[src/rtl/frame_draw_scheduler_if.sv]
// Request/pixel bus between rectangle requesters and frame_draw_scheduler.
// master = requester side (drives req fields and frame_start), slave = scheduler.
interface frame_draw_scheduler_if #(
  parameter int N_REQ = 4
);
  logic                  frame_start;
  logic [N_REQ-1:0]      req;
  logic [N_REQ*10-1:0]   req_x;
  logic [N_REQ*10-1:0]   req_y;
  logic [N_REQ*10-1:0]   req_w;
  logic [N_REQ*10-1:0]   req_h;
  logic [N_REQ*16-1:0]   req_color;
  logic [N_REQ-1:0]      ack;
  logic [N_REQ-1:0]      done;
  logic [9:0]            program_x;
  logic [9:0]            program_y;
  logic [15:0]           program_data;
  logic                  program_we;
  logic                  busy;
  logic                  frame_overrun;

  modport master (
    output frame_start, req, req_x, req_y, req_w, req_h, req_color,
    input  ack, done, program_x, program_y, program_data, program_we, busy, frame_overrun
  );

  modport slave (
    input  frame_start, req, req_x, req_y, req_w, req_h, req_color,
    output ack, done, program_x, program_y, program_data, program_we, busy, frame_overrun
  );
endinterface

[src/rtl/frame_draw_scheduler.sv]
// Round-robin rectangle fill scheduler feeding SRAM write slots, one pixel per SLOT_PERIOD cycles.
// Optional macro FRAME_DRAW_CLIP_EN suppresses writes for pixels outside 640x480.
module frame_draw_scheduler #(
  parameter int N_REQ       = 4,
  parameter int SLOT_PERIOD = 2
) (
  input logic                  sram_clk,
  input logic                  reset,
  frame_draw_scheduler_if.slave bus
);

  localparam int RW = (N_REQ > 1) ? $clog2(N_REQ) : 1;
  localparam int CW = (SLOT_PERIOD > 1) ? $clog2(SLOT_PERIOD) : 1;
  localparam logic [CW-1:0] SLOT_LAST = CW'(SLOT_PERIOD - 1);
  localparam logic [RW-1:0] RR_LAST   = RW'(N_REQ - 1);

`ifdef FRAME_DRAW_CLIP_EN
  localparam bit CLIP_EN = 1'b1;
`else
  localparam bit CLIP_EN = 1'b0;
`endif

  typedef enum logic {IDLE, DRAW} state_t;

  function automatic logic pix_visible(input logic [9:0] x, input logic [9:0] y);
    return !CLIP_EN || ((x < 10'd640) && (y < 10'd480));
  endfunction

  logic [9:0]  rx [N_REQ];
  logic [9:0]  ry [N_REQ];
  logic [9:0]  rw [N_REQ];
  logic [9:0]  rh [N_REQ];
  logic [15:0] rc [N_REQ];

  for (genvar i = 0; i < N_REQ; i++) begin : g_unpack
    assign rx[i] = bus.req_x[10*i +: 10];
    assign ry[i] = bus.req_y[10*i +: 10];
    assign rw[i] = bus.req_w[10*i +: 10];
    assign rh[i] = bus.req_h[10*i +: 10];
    assign rc[i] = bus.req_color[16*i +: 16];
  end

  state_t           state_q, state_d;
  logic [RW-1:0]    rr_q, rr_d;
  logic [RW-1:0]    g_q, g_d;
  logic             zero_q, zero_d;
  logic [CW-1:0]    cnt_q, cnt_d;
  logic [9:0]       x0_q, x0_d;
  logic [9:0]       xe_q, xe_d;
  logic [9:0]       ye_q, ye_d;
  logic [9:0]       program_x_q, program_x_d;
  logic [9:0]       program_y_q, program_y_d;
  logic [15:0]      program_data_q, program_data_d;
  logic             program_we_q, program_we_d;
  logic [N_REQ-1:0] ack_q, ack_d;
  logic [N_REQ-1:0] done_q, done_d;
  logic             busy_q, busy_d;
  logic             frame_overrun_q, frame_overrun_d;

  logic             found;
  logic [RW-1:0]    gsel;
  logic [RW-1:0]    cand;

  always_comb begin
    state_d         = state_q;
    rr_d            = rr_q;
    g_d             = g_q;
    zero_d          = zero_q;
    cnt_d           = cnt_q;
    x0_d            = x0_q;
    xe_d            = xe_q;
    ye_d            = ye_q;
    program_x_d     = program_x_q;
    program_y_d     = program_y_q;
    program_data_d  = program_data_q;
    program_we_d    = program_we_q;
    ack_d           = '0;
    done_d          = '0;
    frame_overrun_d = 1'b0;
    found           = 1'b0;
    gsel            = '0;
    cand            = '0;

    // first requesting index at or after the round-robin pointer
    for (int k = 0; k < N_REQ; k++) begin
      cand = RW'((int'(rr_q) + k) % N_REQ);
      if (!found && bus.req[cand]) begin
        found = 1'b1;
        gsel  = cand;
      end
    end

    case (state_q)
      IDLE: begin
        if (!bus.frame_start && found) begin
          g_d            = gsel;
          rr_d           = (gsel == RR_LAST) ? '0 : gsel + 1'b1;
          ack_d[gsel]    = 1'b1;
          x0_d           = rx[gsel];
          xe_d           = rx[gsel] + rw[gsel] - 10'd1;
          ye_d           = ry[gsel] + rh[gsel] - 10'd1;
          zero_d         = (rw[gsel] == '0) || (rh[gsel] == '0);
          cnt_d          = '0;
          program_x_d    = rx[gsel];
          program_y_d    = ry[gsel];
          program_data_d = rc[gsel];
          program_we_d   = !zero_d && pix_visible(rx[gsel], ry[gsel]);
          state_d        = DRAW;
        end
      end
      DRAW: begin
        if (bus.frame_start) begin
          // abort: the rest of this rectangle belongs to a frame already swapped out
          program_we_d    = 1'b0;
          frame_overrun_d = 1'b1;
          state_d         = IDLE;
        end else if (zero_q) begin
          done_d[g_q] = 1'b1;
          state_d     = IDLE;
        end else if (cnt_q == SLOT_LAST) begin
          cnt_d = '0;
          if (program_x_q == xe_q) begin
            if (program_y_q == ye_q) begin
              program_we_d = 1'b0;
              done_d[g_q]  = 1'b1;
              state_d      = IDLE;
            end else begin
              program_x_d  = x0_q;
              program_y_d  = program_y_q + 10'd1;
              program_we_d = pix_visible(x0_q, program_y_q + 10'd1);
            end
          end else begin
            program_x_d  = program_x_q + 10'd1;
            program_we_d = pix_visible(program_x_q + 10'd1, program_y_q);
          end
        end else begin
          cnt_d = cnt_q + 1'b1;
        end
      end
      default: state_d = IDLE;
    endcase

    busy_d = (state_d == DRAW);
  end

  always_ff @(posedge sram_clk) begin
    if (reset) begin
      state_q         <= IDLE;
      rr_q            <= '0;
      g_q             <= '0;
      zero_q          <= 1'b0;
      cnt_q           <= '0;
      program_x_q     <= '0;
      program_y_q     <= '0;
      program_data_q  <= '0;
      program_we_q    <= 1'b0;
      ack_q           <= '0;
      done_q          <= '0;
      busy_q          <= 1'b0;
      frame_overrun_q <= 1'b0;
    end else begin
      state_q         <= state_d;
      rr_q            <= rr_d;
      g_q             <= g_d;
      zero_q          <= zero_d;
      cnt_q           <= cnt_d;
      program_x_q     <= program_x_d;
      program_y_q     <= program_y_d;
      program_data_q  <= program_data_d;
      program_we_q    <= program_we_d;
      ack_q           <= ack_d;
      done_q          <= done_d;
      busy_q          <= busy_d;
      frame_overrun_q <= frame_overrun_d;
    end
  end

  // latched rectangle bounds are only consulted in DRAW, after a grant has loaded them
  always_ff @(posedge sram_clk) begin
    x0_q <= x0_d;
    xe_q <= xe_d;
    ye_q <= ye_d;
  end

  assign bus.ack           = ack_q;
  assign bus.done          = done_q;
  assign bus.program_x     = program_x_q;
  assign bus.program_y     = program_y_q;
  assign bus.program_data  = program_data_q;
  assign bus.program_we    = program_we_q;
  assign bus.busy          = busy_q;
  assign bus.frame_overrun = frame_overrun_q;

endmodule

[src/flat_wrapper.sv]
// flat-port wrapper written by rule: the top's interface ports become plain ports
module frame_draw_scheduler_flat 
#(
  parameter int N_REQ       = 4,
  parameter int SLOT_PERIOD = 2
)
  (sram_clk, reset, bus_frame_start, bus_req, bus_req_x, bus_req_y, bus_req_w, bus_req_h, bus_req_color, bus_ack, bus_done, bus_program_x, bus_program_y, bus_program_data, bus_program_we, bus_busy, bus_frame_overrun);
  frame_draw_scheduler_if #(.N_REQ(N_REQ)) bus_i ();
  input logic sram_clk;
  input logic reset;
  input wire logic [$bits(bus_i.frame_start)-1:0] bus_frame_start;
  input wire logic [$bits(bus_i.req)-1:0] bus_req;
  input wire logic [$bits(bus_i.req_x)-1:0] bus_req_x;
  input wire logic [$bits(bus_i.req_y)-1:0] bus_req_y;
  input wire logic [$bits(bus_i.req_w)-1:0] bus_req_w;
  input wire logic [$bits(bus_i.req_h)-1:0] bus_req_h;
  input wire logic [$bits(bus_i.req_color)-1:0] bus_req_color;
  output wire logic [$bits(bus_i.ack)-1:0] bus_ack;
  output wire logic [$bits(bus_i.done)-1:0] bus_done;
  output wire logic [$bits(bus_i.program_x)-1:0] bus_program_x;
  output wire logic [$bits(bus_i.program_y)-1:0] bus_program_y;
  output wire logic [$bits(bus_i.program_data)-1:0] bus_program_data;
  output wire logic [$bits(bus_i.program_we)-1:0] bus_program_we;
  output wire logic [$bits(bus_i.busy)-1:0] bus_busy;
  output wire logic [$bits(bus_i.frame_overrun)-1:0] bus_frame_overrun;
  assign bus_i.frame_start = bus_frame_start;
  assign bus_i.req = bus_req;
  assign bus_i.req_x = bus_req_x;
  assign bus_i.req_y = bus_req_y;
  assign bus_i.req_w = bus_req_w;
  assign bus_i.req_h = bus_req_h;
  assign bus_i.req_color = bus_req_color;
  assign bus_ack = bus_i.ack;
  assign bus_done = bus_i.done;
  assign bus_program_x = bus_i.program_x;
  assign bus_program_y = bus_i.program_y;
  assign bus_program_data = bus_i.program_data;
  assign bus_program_we = bus_i.program_we;
  assign bus_busy = bus_i.busy;
  assign bus_frame_overrun = bus_i.frame_overrun;
  frame_draw_scheduler #(.N_REQ(N_REQ), .SLOT_PERIOD(SLOT_PERIOD)) u_core (.sram_clk(sram_clk), .reset(reset), .bus(bus_i));
endmodule
[config.mk]
export PLATFORM = sky130hd
export DESIGN_NAME = frame_draw_scheduler_flat
export DESIGN_NICKNAME = d
export VERILOG_FILES = /design/src/rtl/frame_draw_scheduler_if.sv /design/src/rtl/frame_draw_scheduler.sv /design/src/flat_wrapper.sv
export SDC_FILE = /design/constraint.sdc
export NUM_CORES = 1
export LEC_CHECK = 0
export ABC_AREA = 1
export BUFFER_PORTS_ARGS = -buffer_cell sky130_fd_sc_hd__buf_2
export CORE_UTILIZATION = 50
export CTS_CLUSTER_DIAMETER = 150
export DETAILED_ROUTE_END_ITERATION = 12
export PLACE_DENSITY_LB_ADDON = 0.2
export SETUP_SLACK_MARGIN = 0.5
export SLEW_MARGIN = 20
export SYNTH_ARGS = -nofsm -noshare
export SYNTH_HDL_FRONTEND = slang
export SYNTH_SLANG_ARGS = --single-unit
[constraint.sdc]
create_clock -name sram_clk -period 4.7 [get_ports sram_clk]
set_input_delay 0.47 -clock sram_clk [delete_from_list [all_inputs] [get_ports sram_clk]]
set_output_delay 0.47 -clock sram_clk [all_outputs]
set_load 0.05 [all_outputs]
==> results_dict.tcl <==
set metrics [dict create \
    clk_latency_ps 350 \
    grt_antenna_before_repair 1 \
    clock-skew-final_ps 12.4 \
    crit_top_cell "nand2_2" \
    cp.buffers_inverters 6 \
    synth-edff-count 30 \
    hold_end "u_core.bus.program_data[1]$_SDFFE_PP0P_" \
    grt_max_degree 44 \
    grt_usage_pct 32.6 \
    yosysTopAreaCell "nand2_1" \
    die-area_um2 14200 \
    slowest_delay_ps 380 \
    core-area_um2 13300 \
    yosys-top-cells-area "nand2_1, dfxtp_1, edfxtp_1, nand3_1, ha_1" \
    cts_max_path_buffers 2 \
    min_path_cells 3 \
    holdWs_ps 430 \
    worstMarginPinSlew_ps 943 \
    routed_via_density 5.44 \
    ff2ff_setup_slack_ps 610 \
    grt_pass1_vias 7360 \
    drt_iter0_drc 817 \
    ys.flop_type "dfxtp_1" \
    hpwl_um 17600 \
    num_vias 8038 \
    synth-seq-area-share_pct 28.6 \
    synth_cell_types 42 \
    synthCells 1016 \
    cts_hold_buf 0 \
    fin_crit_sh_pct 87.0 \
    initial_utilization_pct 51.6 \
    rsz0062_at_grt "no" \
    ant_nets 0 \
    path_class "reg2reg" \
    overflow 0 \
    drc_errors 0 \
    fillCellCount 1127 \
    synth.most_common_cell "nand2_1" \
    cp-end-kind "register" \
    async_reset_ff_share_pct 0 \
    synth_common_cells "nand2_1, inv_1, nand3_1, o21ai_0, dfxtp_1" \
    die_w_um 119 \
    fp.dieH_um 119 \
    crit_required_ps 4810 \
    first_pass_iters 8 \
    rr_worst_depth 27 \
    synth-seq-cells 83 \
    synth_top_area_share_pct 15.8 \
    insertedDiodeCount 0 \
    crit_path_start_kind "register" \
    fmax_mhz 244 \
    cts_tree "yes" \
    post-place-ws_ps 271 \
    worst_slack_ps 609 \
    drv_slew 0 \
    wl_per_cell_um 16.5 \
    maxSlewHeadroom_pct 37.0 \
    seqCellArea_um2 1970 \
    report.final.setup_viol 0 \
    setup_tns_ps 0 \
    status "complete, no violations" \
    cts_num_sinks 83 \
    hold_path.class "in2reg" \
    cts_buffers 9 \
    nets 1570 \
    grt_pass1_wl_um 36200 \
    ios 278 \
    layout-drive-gt1-share_pct 31.8 \
    syn2layout_area_growth_pct 33.8 \
    drv_cap 0 \
    multi_input_area_um2 4260 \
    synth_area_um2 6860 \
    syn_area_per_cell_um2 6.75 \
    cts-root-buf "clkbuf_16" \
    finalWeightedCongestion 0.942 \
    cts_max_level 3 \
    regToRegEndpoint "u_core.ye_q[9]$_DFFE_PP_" \
    slowest_stage "dfxtp_4" \
    clk_pin_slew_worst_paths_ps 70 \
    hold_path_startpoint "bus_req_color[1]" \
    yosys_warnings 0 \
    fin_crit_ps 4090 \
    timing.rr.start "u_core.rr_q[1]$_SDFFE_PP0P_" \
    worst-endpoint-arrival_ps 4200 \
    final_hold_viol_count 0 \
    port_buffers 277 \
    synthesis.nets 1289 \
    row_count 42 \
    drt-total-wl_um 24300 \
    cp_top_family "simple AND/OR/NAND/NOR gates" \
    cp_max_fo 6 \
]
==> per-layer routing <==
metal | GRT usage, % | wire [µm] | part of all wire (%)
met5 | 0 | 0 | 0
met4 | 13.5 | 876 | 3.6
met3 | 5.65 | 2030 | 8.3
met2 | 55.1 | 11600 | 48
met1 | 40.8 | 9820 | 40
==> how the worst max path moves through the flow <==
stage | start | end | slack, ps | cells past startpoint
2_1_floorplan | bus_req[3] | u_core.ye_q[9]$_DFFE_PP_ | 740 | 27
3_3_place_gp | u_core.rr_q[0]$_SDFFE_PP0P_ | u_core.xe_q[9]$_DFFE_PP_ | 390 | 26
3_5_place_dp | u_core.rr_q[0]$_SDFFE_PP0P_ | u_core.xe_q[9]$_DFFE_PP_ | 270 | 26
4_1_cts | u_core.rr_q[0]$_SDFFE_PP0P_ | u_core.xe_q[9]$_DFFE_PP_ | 540 | 26
5_1_grt | u_core.rr_q[0]$_SDFFE_PP0P_ | u_core.ye_q[9]$_DFFE_PP_ | 350 | 27
6_report | u_core.rr_q[1]$_SDFFE_PP0P_ | u_core.ye_q[9]$_DFFE_PP_ | 610 | 27
==> through the flow <==
stage / instance area [µm²] / instances / utilization [%]
6_report: 9170 / 1478 / 69.0
5_1_grt: 9170 / 1478 / 69.0
4_1_cts: 8760 / 1455 / 65.9
3_5_place_dp: 8350 / 1438 / 62.8
3_3_place_gp: 8350 / 1438 / 62.8
2_1_floorplan: 6860 / 1016 / -
==> worst min-delay path, stage by stage <==
cell,delay [ps]
buf_2,70
o211ai_1,80
a31oi_1,120
==> cell families (layout without fill, tap and decap cells) <==
kind of cell / Yosys count / in the layout / synth area share, %
flip-flops: 83 / 83 / 28.6
multiplexers: 5 / 5 / 0.913
buffers and inverters: 171 / 457 / 10.9
AO/OA/AOI/OAI: 170 / 170 / 14.2
adder cells (fa/ha/maj): 42 / 42 / 7.88
XOR/XNOR: 42 / 42 / 5.37
AND/OR/NAND/NOR: 503 / 503 / 32.1
==> state kept, by name, indices dropped and copies added (netlist names), 2 cells and up <==
name / cells
u_core.bus.program_data: 16
u_core.bus.program_x: 10
u_core.bus.program_y: 10
u_core.x0_q: 10
u_core.xe_q: 10
u_core.ye_q: 10
u_core.bus.ack: 4
u_core.bus.done: 4
u_core.g_q: 2
u_core.rr_q: 2
==> cell type report <==
cell class,count,share of cell area (%)
Tap cell,176,2.40
Timing Repair inverter,1,0.0955
Multi-Input combinational cell,762,46.5
Timing Repair Buffer,321,20.6
Sequential cell,83,21.5
Inverter,119,5.11
Clock inverter,4,0.614
Clock buffer,12,3.27
==> repair_timing <==
action | in CTS | in global routing
pin swaps | 0 | 20
gates resized for setup | 6 | 50
setup buffers | 0 | 17
cloned | 1 | 6
setup endpoints to repair | 3 | 4
==> layout by cell type, fill, tap and decap left out, types with 7 or more instances in the layout <==
master       n
o211ai_1    17
o21ai_0     56
buf_2      277
nand2_2     15
clkbuf_16   16
buf_6        7
xnor2_1     17
inv_2       16
dfxtp_1     51
a21oi_1     45
nand3_2      8
or2_2       12
ha_1        38
edfxtp_1    30
a31oi_1     20
xor2_1      25
nand3_1     94
nand4_1     29
o21ai_1      8
buf_4       29
inv_1       99
nand2_1    278
nor2_1      51
Power is left out: the tool's default activity adds up to more than one toggle a clock period on the data nets, which glitch-free logic cannot reach.
